==> config.mk <==
export PLATFORM = sky130hd
export DESIGN_NAME = val2_shifter_pipe
export DESIGN_NICKNAME = d
export VERILOG_FILES = /design/src/rtl/val2_shifter_pipe.sv
export SDC_FILE = /design/constraint.sdc
export NUM_CORES = 1
export LEC_CHECK = 0
export ABC_AREA = 1
export CAP_MARGIN = 25
export CELL_PAD_IN_SITES_DETAIL_PLACEMENT = 0
export CELL_PAD_IN_SITES_GLOBAL_PLACEMENT = 1
export CORE_ASPECT_RATIO = 0.5
export CORE_MARGIN = 2
export CORE_UTILIZATION = 35
export DETAILED_ROUTE_END_ITERATION = 8
export PLACE_DENSITY = 0.85
export SETUP_SLACK_MARGIN = 0.1
export SKIP_CTS_REPAIR_TIMING = 1
export SYNTH_ARGS = -nofsm -noshare
export SYNTH_HDL_FRONTEND = slang
export SYNTH_SLANG_ARGS = --single-unit
==> constraint.sdc <==
create_clock -name clk -period 4.3 [get_ports clk]
set_clock_uncertainty 0.2 [all_clocks]
set_input_delay 0.86 -clock clk [delete_from_list [all_inputs] [get_ports clk]]
set_output_delay 0.86 -clock clk [all_outputs]
set_load 0.05 [all_outputs]
==> src/rtl/val2_shifter_pipe.sv <==
// Operand-2 generator for the execute stage: memory offset, rotated immediate,
// and register shifted by immediate or by Rs. Pipelined (1 or 2 stages) with
// a valid/ready handshake, tag pass-through and synchronous flush.
module val2_shifter_pipe #(
  parameter int DATA_W  = 32,
  parameter int LATENCY = 1,
  parameter int TAG_W   = 4
) (
  input  logic              clk,
  input  logic              rst,
  input  logic              flush,
  input  logic              in_valid,
  output logic              in_ready,
  input  logic              mem_cmd,
  input  logic              imm,
  input  logic [11:0]       shift_operand,
  input  logic [DATA_W-1:0] val_rm,
  input  logic [DATA_W-1:0] val_rs,
  input  logic              c_in,
  input  logic [TAG_W-1:0]  in_tag,
  output logic              out_valid,
  input  logic              out_ready,
  output logic [DATA_W-1:0] val2_out,
  output logic              carry_out,
  output logic [TAG_W-1:0]  out_tag
);

  localparam int AW = $clog2(DATA_W);

  // Every form collapses to either a plain pass-through or one real shift by
  // an amount in 1..N-1, so stage 2 only needs a single barrel shifter.
  typedef enum logic [2:0] {K_PASS, K_LSL, K_LSR, K_ASR, K_ROR} kind_e;

  typedef struct packed {
    kind_e             kind;
    logic [AW-1:0]     amt;
    logic [DATA_W-1:0] data;
    logic              cin;
  } ctrl_t;

  typedef struct packed {
    logic [DATA_W-1:0] val;
    logic              carry;
  } res_t;

  ctrl_t       dec;
  logic [7:0]  s;
  logic [3:0]  rot;
  logic [4:0]  sh_imm;
  logic [1:0]  sh_type;
  logic        rs_sel;
  logic        msb;
  logic        unused_rs;

  assign s         = val_rs[7:0];
  assign rot       = shift_operand[11:8];
  assign sh_imm    = shift_operand[11:7];
  assign sh_type   = shift_operand[6:5];
  assign rs_sel    = shift_operand[4];
  assign msb       = val_rm[DATA_W-1];
  assign unused_rs = ^val_rs[DATA_W-1:8];

  // Decode operand form and shift amount into a pass/shift control word
  always_comb begin
    dec      = '0;
    dec.kind = K_PASS;
    dec.data = val_rm;
    dec.cin  = c_in;
    if (mem_cmd) begin
      dec.data = DATA_W'(shift_operand);
    end else if (imm) begin
      dec.data = DATA_W'(shift_operand[7:0]);
      if (rot != 4'd0) begin
        dec.kind = K_ROR;
        dec.amt  = AW'({rot, 1'b0});
      end
    end else if (!rs_sel) begin
      dec.amt = AW'(sh_imm);
      case (sh_type)
        2'b00: if (sh_imm != 5'd0) dec.kind = K_LSL;
        2'b01: begin
          if (sh_imm != 5'd0) dec.kind = K_LSR;
          else begin dec.data = '0; dec.cin = msb; end
        end
        2'b10: begin
          if (sh_imm != 5'd0) dec.kind = K_ASR;
          else begin dec.data = {DATA_W{msb}}; dec.cin = msb; end
        end
        default: begin
          if (sh_imm != 5'd0) dec.kind = K_ROR;
          else begin dec.data = {c_in, val_rm[DATA_W-1:1]}; dec.cin = val_rm[0]; end
        end
      endcase
    end else if (s != 8'd0) begin
      dec.amt = AW'(s);
      case (sh_type)
        2'b00: begin
          if (int'(s) < DATA_W) dec.kind = K_LSL;
          else begin dec.data = '0; dec.cin = (int'(s) == DATA_W) ? val_rm[0] : 1'b0; end
        end
        2'b01: begin
          if (int'(s) < DATA_W) dec.kind = K_LSR;
          else begin dec.data = '0; dec.cin = (int'(s) == DATA_W) ? msb : 1'b0; end
        end
        2'b10: begin
          if (int'(s) < DATA_W) dec.kind = K_ASR;
          else begin dec.data = {DATA_W{msb}}; dec.cin = msb; end
        end
        default: begin
          // Low AW bits of s are s mod N; a multiple of N leaves Rm untouched
          if (dec.amt != '0) dec.kind = K_ROR;
          else dec.cin = msb;
        end
      endcase
    end
  end

  // Barrel shift: amt is guaranteed nonzero and below N for shift kinds
  function automatic res_t exec(input ctrl_t c);
    res_t r;
    r.val   = c.data;
    r.carry = c.cin;
    case (c.kind)
      K_LSL: begin
        r.val   = c.data << c.amt;
        r.carry = c.data[DATA_W - int'(c.amt)];
      end
      K_LSR: begin
        r.val   = c.data >> c.amt;
        r.carry = c.data[c.amt - 1'b1];
      end
      K_ASR: begin
        r.val   = DATA_W'($signed(c.data) >>> c.amt);
        r.carry = c.data[c.amt - 1'b1];
      end
      K_ROR: begin
        r.val   = (c.data >> c.amt) | (c.data << (DATA_W - int'(c.amt)));
        r.carry = r.val[DATA_W-1];
      end
      default: ;
    endcase
    return r;
  endfunction

  logic             out_vld_q;
  res_t             out_res_q;
  logic [TAG_W-1:0] out_tag_q;
  logic             out_adv;

  assign out_adv   = !out_vld_q || out_ready;
  assign out_valid = out_vld_q;
  assign val2_out  = out_res_q.val;
  assign carry_out = out_res_q.carry;
  assign out_tag   = out_tag_q;

  if (LATENCY == 1) begin : g_lat1
    assign in_ready = !flush && out_adv;

    // Single stage: decode and shift in one cycle, straight into the output
    always_ff @(posedge clk) begin
      if (rst) begin
        out_vld_q <= 1'b0;
        out_res_q <= '0;
        out_tag_q <= '0;
      end else if (flush) begin
        out_vld_q <= 1'b0;
      end else if (out_adv) begin
        out_vld_q <= in_valid;
        if (in_valid) begin
          out_res_q <= exec(dec);
          out_tag_q <= in_tag;
        end
      end
    end
  end else if (LATENCY == 2) begin : g_lat2
    logic             s1_vld_q;
    ctrl_t            s1_ctrl_q;
    logic [TAG_W-1:0] s1_tag_q;
    logic             s1_adv;

    assign s1_adv   = !s1_vld_q || out_adv;
    assign in_ready = !flush && s1_adv;

    // Stage 1: register decoded shift controls
    always_ff @(posedge clk) begin
      if (rst) begin
        s1_vld_q  <= 1'b0;
        s1_ctrl_q <= '0;
        s1_tag_q  <= '0;
      end else if (flush) begin
        s1_vld_q <= 1'b0;
      end else if (s1_adv) begin
        s1_vld_q <= in_valid;
        if (in_valid) begin
          s1_ctrl_q <= dec;
          s1_tag_q  <= in_tag;
        end
      end
    end

    // Stage 2: shift and register the result
    always_ff @(posedge clk) begin
      if (rst) begin
        out_vld_q <= 1'b0;
        out_res_q <= '0;
        out_tag_q <= '0;
      end else if (flush) begin
        out_vld_q <= 1'b0;
      end else if (out_adv) begin
        out_vld_q <= s1_vld_q;
        if (s1_vld_q) begin
          out_res_q <= exec(s1_ctrl_q);
          out_tag_q <= s1_tag_q;
        end
      end
    end
  end else begin : g_bad_latency
    $error("val2_shifter_pipe: LATENCY must be 1 or 2");
  end

endmodule

==> qor.txt, run 1 <==
status: complete, no violations
Worst Path Max Fanout: 22
Final Hold Vio Count: 0
drt first pass iters: 6
die extent in x: 232.8 microns
die height: 118.4 microns
Largest delay share family, worst path: buffers and inverters
CTS tree: built
fmax: 245.3 MHz
multi-input logic area: 7721 sq um
post-DR wirelength/cell: 21.98 microns
Syn-to-layout area delta: 42.30%
DP HPWL: 45550 microns
Antenna Nets Post-Route: 0
most frequent cells in the layout: nand2_1 (699), nand3_1 (511), buf_4 (260), nor2_1 (104), a21oi_1 (104)
worst min path class: flop to flop
FF+latch area: 760.7 sq um
yosys warns: 0
area leader, netlist: nand2_1
CP cell instances: clkdlybuf4s50_1 -> buf_4 -> inv_1 -> a21oi_1 -> o21a_2 -> inv_2 -> ha_1 -> buf_12 -> xnor2_4 -> inv_1 -> buf_12 -> buf_4 -> nand3_1 -> nor2_1 -> nand2_1 -> nand2_1 -> a21oi_1 -> nand3_1 -> nand2_1 -> a21oi_1
worst hold slack: 0.2617 ns
Tot GR Track Use: 39.69%
I/O Pins: 127
1st-iter DRT viols: 2193
commonest non-fill, non-tap cell in the layout: nand2_1
total number of vias: 14760
Skew-Pair Late Insertion Delay: 0.28 ns
worst reg-to-reg setup slack: 2.45 ns
crit path capture type: flop
DRC: 0
distinct cell type count after synthesis: 46
Final Instance Area: 13030 sq um
Period Utilization, post-route: 94.82%
Initial Utilization: 35.99%
MaxCap Viol Count: 0
vias in the first global route: 13120
Slew Limit Headroom: 50.00%
Crit-path slowest cell: clkdlybuf4s50_1
CORE AREA: 25440 sq um
ys flop type: dfxtp_1
register bit total from synthesis: 38
nets@finish: 2298
Worst EP arrival: 4.04 ns
Port-buffer cells: 102
full die area: 27550 sq um
PD cells: 221.5 nW/um^2
worst hold start: val2_out[14]
fillers: 2873
Mean Syn Cell Area: 4.742 sq um
Core Rows: 41
CTS root buf: clkbuf_16
RSZ-0062 raised after global routing: yes
Final setup viols: 0
Overall Power: 2.886 mW
CTS buffer count: 5
fin. max-slew vios: 0
worst vdd ir: 0.0003090 V
critical path depth: 20
Required @ worst endpoint: 4.26 ns
largest net degree at the start of global routing: 72
Yosys top cell area share: 30.41%
RR Startpoint: out_valid
worst hold path endpoint: val2_out[14]
via/cell ratio: 5.777
register area share after synthesis: 8.307%
grt total ovfl: 0
routed wire length: 56140 microns
Slew @ Worst Pin: 0.7500 ns
syn_nets: 2020
antenna violations before repair: 0
GPL Wtd Cong: 1.071
leakage: 6.528 nW
CP Launch Type: primary input
delay of the slowest critical-path stage: 0.52 ns
Post-synth EDFFs: 0
crit path time final: 4.077 ns
Cells on Worst Hold Path: 2
total number of H-tree levels: 2
Syn Std Cell Area: 9158 sq um
Async S/R FF share, synth: 0%
CTS max path bufs: 2
Clock Sinks: 38
Worst Path Class, Setup: primary input to flop
Ant. Diodes: 0
top cells by area, synth: nand2_1 (30%), nand3_1 (29%), dfxtp_1 (8.3%), a21oi_1 (5.7%), nor2_1 (4.5%)
share of cells above drive strength 1: 17.78%
first-pass GRT wire length: 81870 microns
r2r endpoint: carry_out
FF-to-FF path depth: 8
Post-Syn Instances: 1931
Post-DP Area: 12630 sq um
clock slew at reported path FFs: 0.06 ns
Buf/Inv on CP: 8
layer usage:
layer  GRT usage [%]  part of all wire, %
met5               0                    0
met4           10.67                  3.0
met3           16.70                   16
met2           54.99                   38
met1           55.32                   42
worst max-delay path by stage:
stage,startpoint,to
after floorplan,imm,carry_out
after global placement,shift_operand[9],val2_out[22]
final,shift_operand[8],val2_out[3]
after CTS,shift_operand[10],val2_out[21]
after global routing,shift_operand[8],val2_out[24]
after detailed placement,shift_operand[10],val2_out[22]
registers in the layout, summed over array words and instances (netlist names):
name,flops
carry_out,1
out_tag,4
val2_out,32
out_valid,1
worst min-delay path, cell delays in order (launching register included):
cell	delay, ns
dfxtp_1	0.30
nand2_1	0.06
a21oi_1	0.05
where the power goes:
part / leakage (nW) / internal, mW / switching (mW)
clock network: 0.0698 / 0.214 / 0.149
logic: 6.15 / 0.763 / 1.38
registers: 0.310 / 0.373 / 0.0113
Yosys cell counts (2+ instances only):
library cell  count
or2_0             2
clkinv_1          3
a21oi_1         104
buf_4             8
nand3_1         527
nand2_2           2
o22ai_1           2
o21ai_1          17
or2_2             3
buf_2            33
nand4_1          23
nor3_1            9
inv_1            95
nor2_1          110
buf_1            18
a31oi_1           5
dfxtp_1          38
o211ai_1         13
a22oi_1           2
nor2_2            4
clkbuf_1         61
inv_2             9
o21ai_0          79
nand2_1         742
kinds of logic (layout without fill, tap and decap cells):
kind of cell | after synthesis | after routing | synth area share (%)
compound gates | 232 | 232 | 13.61
xor+xnor | 2 | 2 | 0.3553
fa+ha+maj | 1 | 1 | 0.1366
buf+inv | 228 | 507 | 10.21
flops | 38 | 38 | 8.307
mux | 1 | 1 | 0.1093
simple gates | 1429 | 1429 | 67.28
cell type report:
type	instances	area share [%]
Clock inverter	3	0.1632
Inverter	107	3.111
Sequential cell	38	5.838
Tap cell	344	3.303
Clock buffer	5	0.9602
Multi-Input combinational cell	1665	59.25
Timing Repair Buffer	392	27.37
metrics by stage:
step,std cells,TNS (ns),utilization (%),setup slack [ns]
5_1_grt,2554,0,51.21,0.07744
4_1_cts,2554,0,50.22,0.1160
6_report,2554,0,51.21,0.2229
3_5_place_dp,2546,-2.900,49.65,-0.1730
2_1_floorplan,1931,0,-,0.5028
3_3_place_gp,2546,-3.296,49.65,-0.1973
(Power assumes the default switching activity.)
==> run 2: changes to the inputs <==
--- a/config.mk
+++ b/config.mk
@@ -6,14 +6,15 @@
 export NUM_CORES = 1
 export LEC_CHECK = 0
 export ABC_AREA = 1
+export ABC_CLOCK_PERIOD_IN_PS = 4300
 export CAP_MARGIN = 25
 export CELL_PAD_IN_SITES_DETAIL_PLACEMENT = 0
 export CELL_PAD_IN_SITES_GLOBAL_PLACEMENT = 1
 export CORE_ASPECT_RATIO = 0.5
 export CORE_MARGIN = 2
-export CORE_UTILIZATION = 35
+export CORE_UTILIZATION = 37
 export DETAILED_ROUTE_END_ITERATION = 8
-export PLACE_DENSITY = 0.85
+export PLACE_DENSITY = 0.89
 export SETUP_SLACK_MARGIN = 0.1
 export SKIP_CTS_REPAIR_TIMING = 1
 export SYNTH_ARGS = -nofsm -noshare
==> qor.txt, run 2 (synthesis gave the netlist of run 1 again) <==
1st-iter DRT viols: 2831
Clock Sinks: 38
status: complete, no violations
CORE AREA: 24170 sq um
die height: 115.2 microns
Required @ worst endpoint: 4.27 ns
Skew-Pair Late Insertion Delay: 0.28 ns
Initial Utilization: 37.88%
die extent in x: 226.5 microns
Slew @ Worst Pin: 0.8308 ns
Syn-to-layout area delta: 33.01%
GPL Wtd Cong: 1.140
share of cells above drive strength 1: 13.11%
Sw Pwr: 1.423 mW
Core Rows: 40
leakage: 6.108 nW
nets@finish: 2233
Worst Path Max Fanout: 10
CTS tree: built
fin. max-slew vios: 0
total number of H-tree levels: 2
routed wire length: 48060 microns
I/O Pins: 127
full die area: 26100 sq um
post-DR wirelength/cell: 19.38 microns
max FFs per register: 32
Port-buffer cells: 102
Antenna Nets Post-Route: 0
Overall Power: 2.754 mW
worst hold slack: 0.2626 ns
most frequent cells in the layout: nand2_1 (732), nand3_1 (524), buf_4 (209), a21oi_1 (104), nor2_1 (103)
total number of vias: 14760
first-pass GRT wire length: 72750 microns
cell internal pwr: 1.331 mW
grt total ovfl: 0
Clock power frac: 15.6%
Final setup viols: 0
vias in the first global route: 12730
Final Instance Area: 12180 sq um
fmax: 243.9 MHz
crit path capture type: flop
CTS buffer count: 5
antenna violations before repair: 0
crit path time final: 4.100 ns
clock slew at reported path FFs: 0.06 ns
drt first pass iters: 8
Tot GR Track Use: 36.27%
via/cell ratio: 5.951
Post-DP Area: 11920 sq um
RSZ-0062 raised after global routing: yes
Final Hold Vio Count: 0
multi-input logic area: 7536 sq um
sequential power share: 14.0%
sw frac: 51.66%
Period Utilization, post-route: 95.34%
Worst EP arrival: 4.07 ns
Slew Limit Headroom: 44.55%
FF+latch area: 760.7 sq um
CP Launch Type: primary input
worst min path class: flop to flop
DRC: 0
Ant. Diodes: 0
Worst Path Class, Setup: primary input to flop
MaxCap Viol Count: 0
worst vdd ir: 0.0001651 V
largest net degree at the start of global routing: 72
fillers: 2606
PD cells: 226.1 nW/um^2
combinational power share: 70.4%
CTS root buf: clkbuf_16
commonest non-fill, non-tap cell in the layout: nand2_1
CTS max path bufs: 2
DP HPWL: 37560 microns
run 2: cell count changes in the layout (fill, tap and decap cells not counted), sizes merged:
cell / before / now
buf: 290 / 225
bufinv: 0 / 1
clkbuf: 5 / 6
clkdlybuf4s50: 101 / 102
clkinv: 4 / 2
clkinvlp: 2 / 0
dlymetal6s2s: 1 / 0
inv: 104 / 105
run 2: final timing paths:
| kind | start | endpoint | slack [ns] | depth (start not counted) |
|---|---|---|---|---|
| worst max register to register | out_valid | val2_out[30] | 2.21 | 9 |
| worst max-delay path | shift_operand[9] | val2_out[22] | 0.20 | 24 |
| worst min-delay path | val2_out[14] | val2_out[14] | 0.26 | 2 |
| worst min register to register | val2_out[14] | val2_out[14] | 0.26 | 2 |
run 2: stage by stage:
stage | setup WS (ns) | util, % | instances | TNS [ns]
CTS | 0.2339 | 49.99 | 2478 | 0
detailed placement | -0.02926 | 49.30 | 2471 | -0.05555
global placement | 0.003377 | 49.30 | 2471 | 0
finish | 0.2002 | 50.39 | 2480 | 0
global route | 0.07342 | 50.39 | 2480 | 0
floorplan | 0.5028 | - | 1931 | 0
run 2: per-layer routing:
metal	part of all wire (%)	global-route usage (%)	vias up
met5	0	0	-
met4	5.9	17.54	0
met2	38	51.37	1185
met3	16	11.53	197
li1	-	-	6890
met1	40	49.44	6487
run 2: final cells by class:
cell class | count | area share (%)
timing repair buffer | 327 | 23.75
multi-input combinational | 1665 | 61.87
sequential | 38 | 6.246
inverter | 107 | 3.297
clock buffer | 6 | 1.140
tap | 336 | 3.451
clock inverter | 1 | 0.2465
run 2: power by group through the flow:
stage | clock network (mW) | registers [mW] | logic [mW]
finish | 0.430 | 0.384 | 1.94
global route | 0.453 | 0.386 | 2.07
CTS | 0.431 | 0.384 | 1.84
detailed placement | 0 | 0.392 | 1.83
global placement | 0 | 0.391 | 1.82
floorplan | 0 | 0.461 | 1.02
run 2: critical path, cell delays in order:
cell	delay, ns
clkdlybuf4s50_1	0.53
nor2_4	0.22
nand2_1	0.08
nor2_2	0.11
nand3_1	0.07
nand2_1	0.13
buf_4	0.19
nand2_1	0.06
nand2_1	0.05
nand2_1	0.04
nand2_1	0.24
nand2_1	0.15
nand2_1	0.10
nand2_1	0.07
nand2_1	0.09
nand2_1	0.07
nand2_1	0.22
nand2_1	0.15
nand2_1	0.09
nor2_1	0.05
nor2_1	0.14
nand3_2	0.18
nand2_1	0.11
a21oi_1	0.06
==> run 3: changes to the inputs <==
--- a/config.mk
+++ b/config.mk
@@ -14,6 +14,7 @@
 export CORE_MARGIN = 2
 export CORE_UTILIZATION = 37
 export DETAILED_ROUTE_END_ITERATION = 8
+export GPL_TIMING_DRIVEN = 0
 export PLACE_DENSITY = 0.89
 export SETUP_SLACK_MARGIN = 0.1
 export SKIP_CTS_REPAIR_TIMING = 1
==> qor.txt, run 3 (synthesis gave the netlist of run 1 again) <==
total number of H-tree levels: 2
via/cell ratio: 6.562
antenna violations before repair: 6
RSZ-0062 raised after global routing: yes
most frequent cells in the layout: nand2_1 (674), nand3_1 (483), a21oi_1 (101), inv_1 (92), nor2_1 (92)
DRC: 0
CTS root buf: clkbuf_16
full die area: 26100 sq um
Port-buffer cells: 102
Clock Sinks: 38
DP Cell Count: 2370
Buf/Inv on CP: 7
Worst Path Max Fanout: 10
CTS buffer count: 5
CORE AREA: 24170 sq um
Slew Limit Headroom: 32.01%
crit-path most repeated cell: a21oi_1
Crit. Startpoint: shift_operand[4]
Period Utilization, post-route: 99.50%
Slew @ Worst Pin: 1.020 ns
Antenna Nets Post-Route: 0
RR Startpoint: out_valid
Post-DP Area: 10610 sq um
CTS max path bufs: 2
routed wire length: 67330 microns
Tot GR Track Use: 50.06%
Largest delay share family, worst path: buffers and inverters
post-DR wirelength/cell: 27.97 microns
CP Launch Type: primary input
crit path capture type: flop
die extent in x: 226.5 microns
drt first pass iters: 8
grt total ovfl: 0
nets@finish: 2154
worst vdd ir: 0.0002599 V
PD cells: 255.0 nW/um^2
Layout Cells excl Fill: 2407
Skew-Pair Late Insertion Delay: 0.28 ns
MaxCap Viol Count: 0
worst hold start: val2_out[7]
Final Hold Vio Count: 0
max FFs per register: 32
die height: 115.2 microns
1st-iter DRT viols: 3180
Final setup viols: 0
first-pass GRT wire length: 93090 microns
crit path time final: 4.278 ns
CP cell instances: dlymetal6s2s_1 -> nand2_2 -> a21oi_1 -> o21a_1 -> buf_6 -> clkinvlp_4 -> buf_4 -> buf_6 -> ha_4 -> xnor2_4 -> buf_4 -> buf_2 -> o21ai_0 -> o21ai_0 -> nor2_1 -> a21oi_1 -> nand2_1 -> nand2_1 -> a21oi_1
Final Instance Area: 11880 sq um
Initial Utilization: 37.88%
commonest non-fill, non-tap cell in the layout: nand2_1
leakage: 5.714 nW
fin. max-slew vios: 0
fmax: 233.7 MHz
total number of vias: 15800
I/O Pins: 127
largest net degree at the start of global routing: 14
delay of the slowest critical-path stage: 0.39 ns
Syn-to-layout area delta: 29.72%
DP HPWL: 53550 microns
Crit-path slowest cell: a21oi_1
share of cells above drive strength 1: 13.75%
vias in the first global route: 13640
Worst EP arrival: 4.23 ns
Required @ worst endpoint: 4.25 ns
status: complete, no violations
Core Rows: 40
worst min path class: flop to flop
GPL Wtd Cong: 1.227
CTS tree: built
clock slew at reported path FFs: 0.06 ns
Worst Path Class, Setup: primary input to flop
run 3: area by class of cell:
type	count	area, sq um
fill	2783	12290
clock buffer	5	125.1
multi-input combinational	1665	8210
clock inverter	3	68.82
buffer	121	639.4
timing repair buffer	126	1217
antenna	5	12.51
tap	336	420.4
sequential	38	760.7
timing repair inverter	1	5.005
inverter	107	419.2
run 3: final timing paths:
kind,endpoint,slack [ns],depth (start not counted)
max,val2_out[5],0.02,19
min,val2_out[7],0.26,2
max reg2reg,val2_out[20],1.86,9
min reg2reg,val2_out[7],0.26,2
run 3: where the power goes:
group          internal (mW)  switching [mW]
Combinational          0.570            1.59
Sequential             0.373          0.0110
Clock                  0.333           0.149
Total                   1.28            1.75
run 3: layer usage:
layer | routed length [microns] | vias to the layer above | GRT usage, % | share of wire (%)
li1 | - | 6759 | - | -
met1 | 26450 | 7234 | 64.74 | 39
met2 | 23900 | 1513 | 63.89 | 35
met3 | 13670 | 287 | 32.92 | 20
met4 | 3291 | 2 | 20.09 | 4.9
met5 | 14 | - | 0 | 0.021
run 3: worst reg2reg max path, delay by kind of cell (launching register included):
kind | cells | cell delay [ns]
buffers and inverters | 3 | 0.78
DFF | 1 | 0.31
and+or+nand+nor | 6 | 1.05
run 3: through the flow:
stage | setup WS [ns] | util, % | hold slack (ns) | power (mW) | setup TNS [ns]
detailed placement | -1.803 | 43.89 | 0.2563 | 2.215 | -51.77
CTS | -1.524 | 44.69 | 0.2652 | 2.697 | -42.39
floorplan | 0.5028 | - | 0.4895 | 1.478 | 0
global route | 0.07282 | 49.09 | 0.2796 | 3.100 | 0
finish | 0.02165 | 49.14 | 0.2641 | 3.029 | 0
global placement | -1.839 | 43.85 | 0.2526 | 2.228 | -52.64
==> patch: new RTL, settings of run 2 <==
The parameter `TAG_W` goes from 4 to 3.
--- a/src/rtl/val2_shifter_pipe.sv
+++ b/src/rtl/val2_shifter_pipe.sv
@@ -4,7 +4,7 @@
 module val2_shifter_pipe #(
   parameter int DATA_W  = 32,
   parameter int LATENCY = 1,
-  parameter int TAG_W   = 4
+  parameter int TAG_W   = 3
 ) (
   input  logic              clk,
   input  logic              rst,
Ports: changed (resized in_tag and out_tag); port bits go from 127 to 125. The function was not compared with the original's and may differ.
==> patch against run 2 <==
  * Wire length down 1.2%
  * Register-to-register slack worse by 0.24 ns
  * Via count down 2.2%
  * Count of clock-buffer cells in the layout down 1
  * Sequential cell count down 1
  * Setup slack better by 0.010 ns
  * Sequential power down 3%
  * Hold slack better by 0.0048 ns
  * Critical path depth down 4
  * Area after synthesis up 0.40%
  * Power down 5.7%
  * Final area down 4.4%
  * Clock power down 14%
  * Critical path type unchanged
  * Largest cell class unchanged
==> patch: results <==
metrics = {
    "finish": {
        "layout-drive-gt1-share_pct": 11.0,
        "fin_nets": 2160,
    },
    "worst_setup_path": {
        "r2r_cells": 10,
        "slowest_stage": "nor2_1",
        "max_stage_delay_ns": 0.65,
        "crit_arrival_ns": 4.11,
        "r2r_slack_ns": 1.97,
        "r2r-end": "val2_out[21]",
    },
    "sta": {
        "relSlewSlack_pct": 42.0,
        "fmax_ghz": 0.245,
    },
    "min_path": {
        "holdPathEnd": "val2_out[23]",
        "hold_start": "val2_out[23]",
    },
    "detailed_routing": {
        "m1WireLength_um": 18700,
        "vias": 14400,
        "drt-total-wl_um": 47500,
        "firstDrtPassIters": 9,
        "drtIter0Drc": 2680,
    },
    "logic_synthesis": {
        "synth.top_cells.by_area": "nand2_1 30%, nand3_1 25%, dfxtp_1 8.1%",
        "syn_nets": 2022,
        "synth.area.mux_share_pct": 0.109,
        "synth-seq-area-share_pct": 8.06,
        "synth_commonest_cells": "735 x nand2_1, 454 x nand3_1, 132 x nor2_1",
        "synth-adder-area-share_pct": 0.136,
    },
    "global_routing": {
        "grt_usage_pct": 35.8,
        "met2_usage_pct": 48.8,
        "grt_pass1_wl_um": 71900,
        "grt_pass1_vias": 12500,
        "grtUsageMet3_pct": 13.5,
    },
    "place": {
        "place.gp.congestion": 1.22,
        "place_area_mm2": 0.0114,
        "numPortBuffers": 100,
    },
    "status": {
        "status": "finished, final reports clean",
    },
    "power": {
        "p_leak_nw": 5.71,
    },
}
-- patch: final cells by class --
| class | instances | area [um2] |
|---|---|---|
| Antenna cell | 1 | 2.50 |
| Clock buffer | 5 | 125 |
| Clock inverter | 3 | 21.3 |
| Fill cell | 2642 | 12500 |
| Inverter | 111 | 419 |
| Multi-Input combinational cell | 1660 | 7580 |
| Sequential cell | 37 | 741 |
| Tap cell | 336 | 420 |
| Timing Repair Buffer | 257 | 2340 |
-- patch: report_power, final --
group	internal, mW	switching [mW]	total, mW	leakage, nW
Clock	0.216	0.155	0.370	0.0702
Sequential	0.363	0.0108	0.374	0.302
Combinational	0.605	1.25	1.85	5.34
Total	1.18	1.41	2.60	5.71
-- patch: critical path: cells and delay by family --
| family | cells | cell delay [ns] |
|---|---|---|
| buffers and inverters | 5 | 1.23 |
| AO/OA/AOI/OAI | 3 | 0.54 |
| AND/OR/NAND/NOR | 12 | 1.49 |
